File: src/rtl/rv_tag_reorder_queue.sv
// Tag reorder queue: tags are issued in order, responses land out of order,
// and completed slots retire strictly in allocation order.
module rv_tag_reorder_queue #(
    parameter int DATAW = 32,
    parameter int SIZE  = 8,
    parameter int ADDRW = $clog2(SIZE)
) (
    input  logic             clk,
    input  logic             reset,
    input  logic             alloc_valid,
    output logic             alloc_ready,
    output logic [ADDRW-1:0] alloc_tag,
    input  logic             rsp_valid,
    input  logic [ADDRW-1:0] rsp_tag,
    input  logic [DATAW-1:0] rsp_data,
    output logic             out_valid,
    output logic [ADDRW-1:0] out_tag,
    output logic [DATAW-1:0] out_data,
    input  logic             out_ready,
    output logic             empty,
    output logic             full,
    output logic [ADDRW:0]   count
);

    localparam logic [ADDRW:0]   FULL_CNT = (ADDRW + 1)'(SIZE);
    localparam logic [ADDRW:0]   CNT_ONE  = (ADDRW + 1)'(1);
    localparam logic [ADDRW-1:0] PTR_ONE  = ADDRW'(1);

    logic [ADDRW-1:0] head;
    logic [ADDRW-1:0] tail;
    logic [ADDRW:0]   count_q;
    logic [SIZE-1:0]  inflight;
    logic [SIZE-1:0]  done;
    logic [DATAW-1:0] mem [SIZE];

    logic alloc_fire;
    logic rsp_accept;
    logic pop_fire;

    // Full/empty come from the count, so equal pointers are never ambiguous.
    assign full        = (count_q == FULL_CNT);
    assign empty       = (count_q == '0);
    assign count       = count_q;
    assign alloc_ready = ~full;
    assign alloc_tag   = tail;

    assign out_valid = inflight[head] & done[head];
    assign out_tag   = head;
    assign out_data  = mem[head];

    assign alloc_fire = alloc_valid & alloc_ready;
    assign rsp_accept = rsp_valid & inflight[rsp_tag] & ~done[rsp_tag];
    assign pop_fire   = out_valid & out_ready;

    always_ff @(posedge clk) begin
        if (reset) begin
            head     <= '0;
            tail     <= '0;
            count_q  <= '0;
            inflight <= '0;
            done     <= '0;
        end else begin
            if (alloc_fire) begin
                inflight[tail] <= 1'b1;
                done[tail]     <= 1'b0;
                tail           <= tail + PTR_ONE;
            end
            if (rsp_accept) begin
                done[rsp_tag] <= 1'b1;
            end
            // Head slot is done, so it never collides with an accepted response.
            if (pop_fire) begin
                inflight[head] <= 1'b0;
                done[head]     <= 1'b0;
                head           <= head + PTR_ONE;
            end
            unique case ({alloc_fire, pop_fire})
                2'b10:   count_q <= count_q + CNT_ONE;
                2'b01:   count_q <= count_q - CNT_ONE;
                default: count_q <= count_q;
            endcase
        end
    end

    always_ff @(posedge clk) begin
        if (rsp_accept) begin
            mem[rsp_tag] <= rsp_data;
        end
    end

    always_ff @(posedge clk) begin
        if (!reset && rsp_valid) begin
            assert (rsp_accept)
            else $warning("dropped response for tag %0d", rsp_tag);
        end
    end

endmodule

File: config.mk
export PLATFORM = sky130hd
export DESIGN_NAME = rv_tag_reorder_queue
export DESIGN_NICKNAME = d
export VERILOG_FILES = /design/src/rtl/rv_tag_reorder_queue.sv
export SDC_FILE = /design/constraint.sdc
export NUM_CORES = 1
export LEC_CHECK = 0
export BUFFER_PORTS_ARGS = -buffer_cell sky130_fd_sc_hd__buf_2
export CORE_MARGIN = 3
export CORE_UTILIZATION = 30
export CTS_CLUSTER_DIAMETER = 40
export CTS_CLUSTER_SIZE = 14
export DETAILED_ROUTE_END_ITERATION = 12
export SYNTH_ARGS = -nofsm -noshare
export SYNTH_HDL_FRONTEND = slang
export SYNTH_SLANG_ARGS = --single-unit
export TNS_END_PERCENT = 20
File: constraint.sdc
create_clock -name clk -period 7.9 [get_ports clk]
set_input_delay 1.58 -clock clk [delete_from_list [all_inputs] [get_ports clk]]
set_output_delay 1.58 -clock clk [all_outputs]
set_load 0.005 [all_outputs]
== Word level (Yosys, flattened, before mapping) ==
Memory sizes are Yosys's and may differ from the RTL's. A register that Yosys moved wholly into a read port is not among the register bits.
Index checks and enable logic that the tools add are counted.
Cells by class
  $add $sub $neg: 4
  magnitude comparators: 6
  mux-type cells: 27
  bitwise gates (word level): 14
  reductions and logical operators: 5
  equality and inequality tests: 3
Operators with widths (number)
  8-bit 2-to-1 mux: 8
  8-bit bitwise AND: 3
  8-bit NOT: 2
  8-bit OR: 2
  1-bit binary-select mux with 3-bit select: 4
  3-bit by 4-bit less-than comparator with 1-bit output (second input constant): 3
  1-bit demux with 3-bit select: 3
  3-bit by 1-bit greater-or-equal comparator with 1-bit output (second input constant): 3
  1-bit 2-to-1 mux: 9
  4-bit one-hot mux with 2 select lines: 1
  3-bit by 1-bit adder with 3-bit output (second input constant): 2
  3-bit 2-to-1 mux: 2
  1-bit bitwise AND: 5
  4-bit by 1-bit adder with 4-bit output (second input constant): 1
  4-bit == test (second input constant): 1
  4-bit zero test: 1
  4-bit by 1-bit subtractor with 4-bit output (second input constant): 1
  1-bit logical AND: 3
  2-bit by 1-bit == test with 1-bit output (second input constant): 1
  2-bit == test (second input constant): 1
  1-bit NOT: 2
  2-bit nonzero test: 1
Word-level totals
  flip-flop bits (word level): 26
  memories: 1
  bits of input ports: 40
  memory bits (writable): 256
  output and inout port bits: 46
  word-level logic and storage cells: 65
Memories
  mem: words 8, bits a word 32, rd ports 1, clocked after Yosys merged registers in 1, write ports 1, line 34  | logic [DATAW-1:0] mem [SIZE];

== Depth between registers and ports, before layout ==
  depth in word-level cells: 13
  mapped depth: 12
  depth with buffers taken out: 10

== Least setup slack after synthesis ==
OpenSTA, ideal clock, no wires.
  path type: input-to-reg
  from: in rsp_tag[2]
  to: mem mem[2][0] (enable)
  arrival time: 5.499 ns
  slack: 1.885 ns
  data required time: 7.383 ns
  stages: 4
  path buffers: 1
  cells stage by stage: buf_2 -> nand2b_1 -> o21bai_1 -> nor4b_1
On the way
  cells in the longest elaborated chain, start to end: 6
RTL lines
  start: declaration: line 14  | input logic [ADDRW-1:0] rsp_tag,
  1-bit binary-select mux with 3-bit select: line 52  | assign rsp_accept = rsp_valid & inflight[rsp_tag] & ~done[rsp_tag];
  1-bit 2-to-1 mux (not written as such): line 52
  1-bit bitwise AND / 1-bit NOT (equally long branches): line 52
  1-bit bitwise AND: line 52
  1-bit 2-to-1 mux: line 86  | if (rsp_accept) begin
  1-bit 2-to-1 mux (not written as such): line 87  | mem[rsp_tag] <= rsp_data;
  end: declaration: line 34
Parallel ways exist; a longest one is shown, timed or not. The select of a mux whose other input is x is not followed.

==> results.py <==
metrics = {
    "outcome": {
        "status": "complete, no violations",
    },
    "hold_path": {
        "min_path_cells": 1,
        "hold_path.class": "reg -> reg",
        "worstHoldEndpoint": "inflight[6]$_SDFF_PP0_",
        "worstHoldStart": "inflight[6]$_SDFF_PP0_",
    },
    "drt": {
        "antenna_left": 0,
        "drt_first_pass_iters": 4,
        "vias": 5613,
        "wl_per_cell_um": 20.6,
        "drt_iter0_drc": 302,
        "wirelength_mm": 24.0,
        "vias_per_cell": 4.82,
        "route.detailed.drc": 0,
    },
    "clock_tree": {
        "postCtsSetupRepairBufs": 0,
        "cts_tree": "yes",
        "clk_latency_ns": 0.52,
        "cts_root_buffer": "clkbuf_16",
        "htree_levels": 2,
        "cts_hold_buf": 0,
        "cts_sinks": 285,
        "cts_resized": 0,
        "cts_made_buffers": 36,
        "cts_max_path_buffers": 3,
        "clkSlewWorstSetupHoldPaths_ns": 0.06,
    },
    "logic_synthesis": {
        "yosys.area.top_type": "edfxtp_1",
        "ys_types": 47,
        "synthesis.instances": 562,
        "synthFlopType": "edfxtp_1",
        "ys_seq_elements": 285,
        "syn_avg_cell_area_um2": 20.1,
        "synthArstFlopShare_pct": 0,
        "synth.area.top_cells": "edfxtp_1 68%, mux4_2 13%, dfxtp_1 5.2%",
        "synthDominantCellAreaShare_pct": 68.2,
        "synth_warnings": 0,
        "synth_area_mm2": 0.0113,
        "synth-seq-area-share_pct": 73.4,
        "synth_common_cells": "256 x edfxtp_1, 65 x mux4_2, 33 x mux2_2",
        "synth_edf_count": 256,
        "syn_nets": 607,
        "synth_most_common_cell": "edfxtp_1",
    },
    "timing": {
        "finalWorstSetupSlack_ns": 3.32,
        "whs_ns": 0.510,
        "totalNegativeSetupSlack_ns": 0,
        "relSlewSlack_pct": 32.4,
        "period_needed_ns": 4.58,
        "rsz0062_at_grt": "no",
        "finalSetupViolCount": 0,
        "fin_crit_sh_pct": 57.9,
        "tightest_slew_ns": 1.01,
        "fin_skew_ns": 0.0231,
        "finalHoldViolations": 0,
        "drv_slew": 0,
        "max_freq_mhz": 218,
    },
    "grt": {
        "track_usage_pct": 12.2,
        "grt-ovfl-total": 0,
        "grt_max_degree": 65,
        "antenna_found_initial": 7,
        "grt_pass1_vias": 5822,
        "grt_pass1_wl_mm": 36.0,
    },
    "die": {
        "row_count": 70,
        "ios": 86,
        "fp.dieW_um": 200,
        "coreArea_mm2": 0.0368,
        "start_util_pct": 30.6,
        "die-area_mm2": 0.0399,
        "die_y_um": 200,
    },
    "worst_setup_path": {
        "critPathKind": "reg -> out",
        "path_delay_family": "buffers and inverters",
        "worstReg2RegEnd": "count[3]$_SDFFE_PP0P_",
        "worstReg2RegStart": "out_tag[0]$_SDFFE_PP0N_",
        "critPathMaxStageDelay_ns": 0.76,
        "r2r_cells": 7,
        "crit_path_max_fanout": 40,
        "crit_slowest_cell": "buf_4",
        "arrival_ns": 3.00,
        "path_cells": "buf_4 > mux4_2 > mux2_2 > buf_2",
        "path_buf_inv": 2,
        "startpoint_type": "flip-flop",
        "required_ns": 6.32,
        "ff2ff_setup_slack_ns": 5.07,
        "cp-end-kind": "primary output",
    },
    "placement": {
        "pre_cts_ws_ns": 3.74,
        "dp_hpwl_mm": 14.0,
        "gp_congestion": 0.777,
        "io_buffers": 85,
    },
    "power_and_ir_drop": {
        "ir_drop_mv": 0.120,
        "powerDensity_mw_per_mm2": 243,
        "finalPower_uw": 3280,
        "p_leak_uw": 0.00431,
    },
    "finish": {
        "nFillCells": 3410,
        "regArea_mm2": 0.00828,
        "multi_input_area_mm2": 0.00287,
        "drive_gt1_share_pct": 39.5,
        "antenna_cells": 0,
        "final_nets": 714,
        "post-route-util_pct": 36.6,
        "syn2layout_area_growth_pct": 19.5,
    },
    "run": {
        "max_cap_viol_count": 0,
    },
}
==> report_power, final <==
part / internal (µW) / leakage [µW] / switching, µW / total, µW
sequential: 1650 / 0.00254 / 8.40 / 1660
clock: 941 / 0.000570 / 623 / 1560
combinational: 20.9 / 0.00120 / 38.9 / 59.8
total: 2610 / 0.00431 / 671 / 3280
==> cells by family after synthesis <==
logic type / synth area share, %
multiplexers: 17.0
buffers and inverters: 1.58
AND/OR/NAND/NOR: 3.40
flip-flops: 73.4
XOR/XNOR: 0.389
AO/OA/AOI/OAI: 3.72
adder cells (fa/ha/maj): 0.555
==> registers in the layout, summed over array words and instances (netlist names), named ones only <==
| signal | flops |
|---|---|
| alloc_tag | 3 |
| count | 4 |
| done | 8 |
| inflight | 8 |
| mem | 256 |
| out_tag | 3 |
==> worst register-to-register path, stage by stage (launching register included) <==
cell and delay (ns):
dfxtp_1 0.66, inv_6 0.08, mux4_2 0.50, o22ai_4 0.24, ha_1 0.35, or4b_1 0.58, a31o_2 0.22, a21oi_1 0.13
==> layer usage <==
| layer | wire, µm | global-route usage, % | vias up |
|---|---|---|---|
| li1 | - | - | 2555 |
| met1 | 10500 | 15.9 | 2881 |
| met2 | 11500 | 19.6 | 113 |
| met3 | 1370 | 3.79 | 50 |
| met4 | 560 | 3.95 | 14 |
| met5 | 81 | 0 | - |
==> worst max path at each step <==
stage | from | to | cells past startpoint
6_report | flip-flop | out_data[4] | 4
3_5_place_dp | flip-flop | out_data[26] | 4
4_1_cts | flip-flop | out_data[15] | 4
5_1_grt | flip-flop | out_data[4] | 4
2_1_floorplan | rsp_tag[2] | mem[2][0]$_DFFE_PP_ | 4
3_3_place_gp | flip-flop | out_data[4] | 4
==> final cells by class <==
cell class                 instances  share of cell area, %
sequential                       285                   61.4
tap                              468                   4.35
timing repair buffer             100                   3.99
clock inverter                    24                   1.66
inverter                           7                  0.232
multi-input combinational        239                   21.3
clock buffer                      41                   6.98
==> stage by stage <==
step           instances  instance area (µm²)
2_1_floorplan        562                11300
3_3_place_gp        1099                12300
3_5_place_dp        1099                12300
4_1_cts             1164                13500
5_1_grt             1164                13500
6_report            1164                13500
==> placed cells by master (no fill, tap or decap), drive strengths merged, types with 3 or more instances in the layout <==
| cell type | n |
|---|---|
| nor3 | 6 |
| clkbuf | 41 |
| ha | 5 |
| o211ai | 3 |
| a31o | 3 |
| nand3 | 6 |
| a21oi | 5 |
| buf | 100 |
| o21a | 18 |
| o21ai | 6 |
| mux2i | 5 |
| nand2 | 14 |
| inv | 16 |
| nand2b | 4 |
| xor2 | 5 |
| edfxtp | 256 |
| o41a | 3 |
| nand4b | 3 |
| dfxtp | 29 |
| mux4 | 65 |
| a41oi | 4 |
| nor4b | 3 |
| nor2 | 17 |
| mux2 | 35 |
| nor2b | 4 |
| o31a | 3 |
| clkinv | 11 |
| nor4 | 4 |
Note: power is estimated with default switching activity, not from simulation.
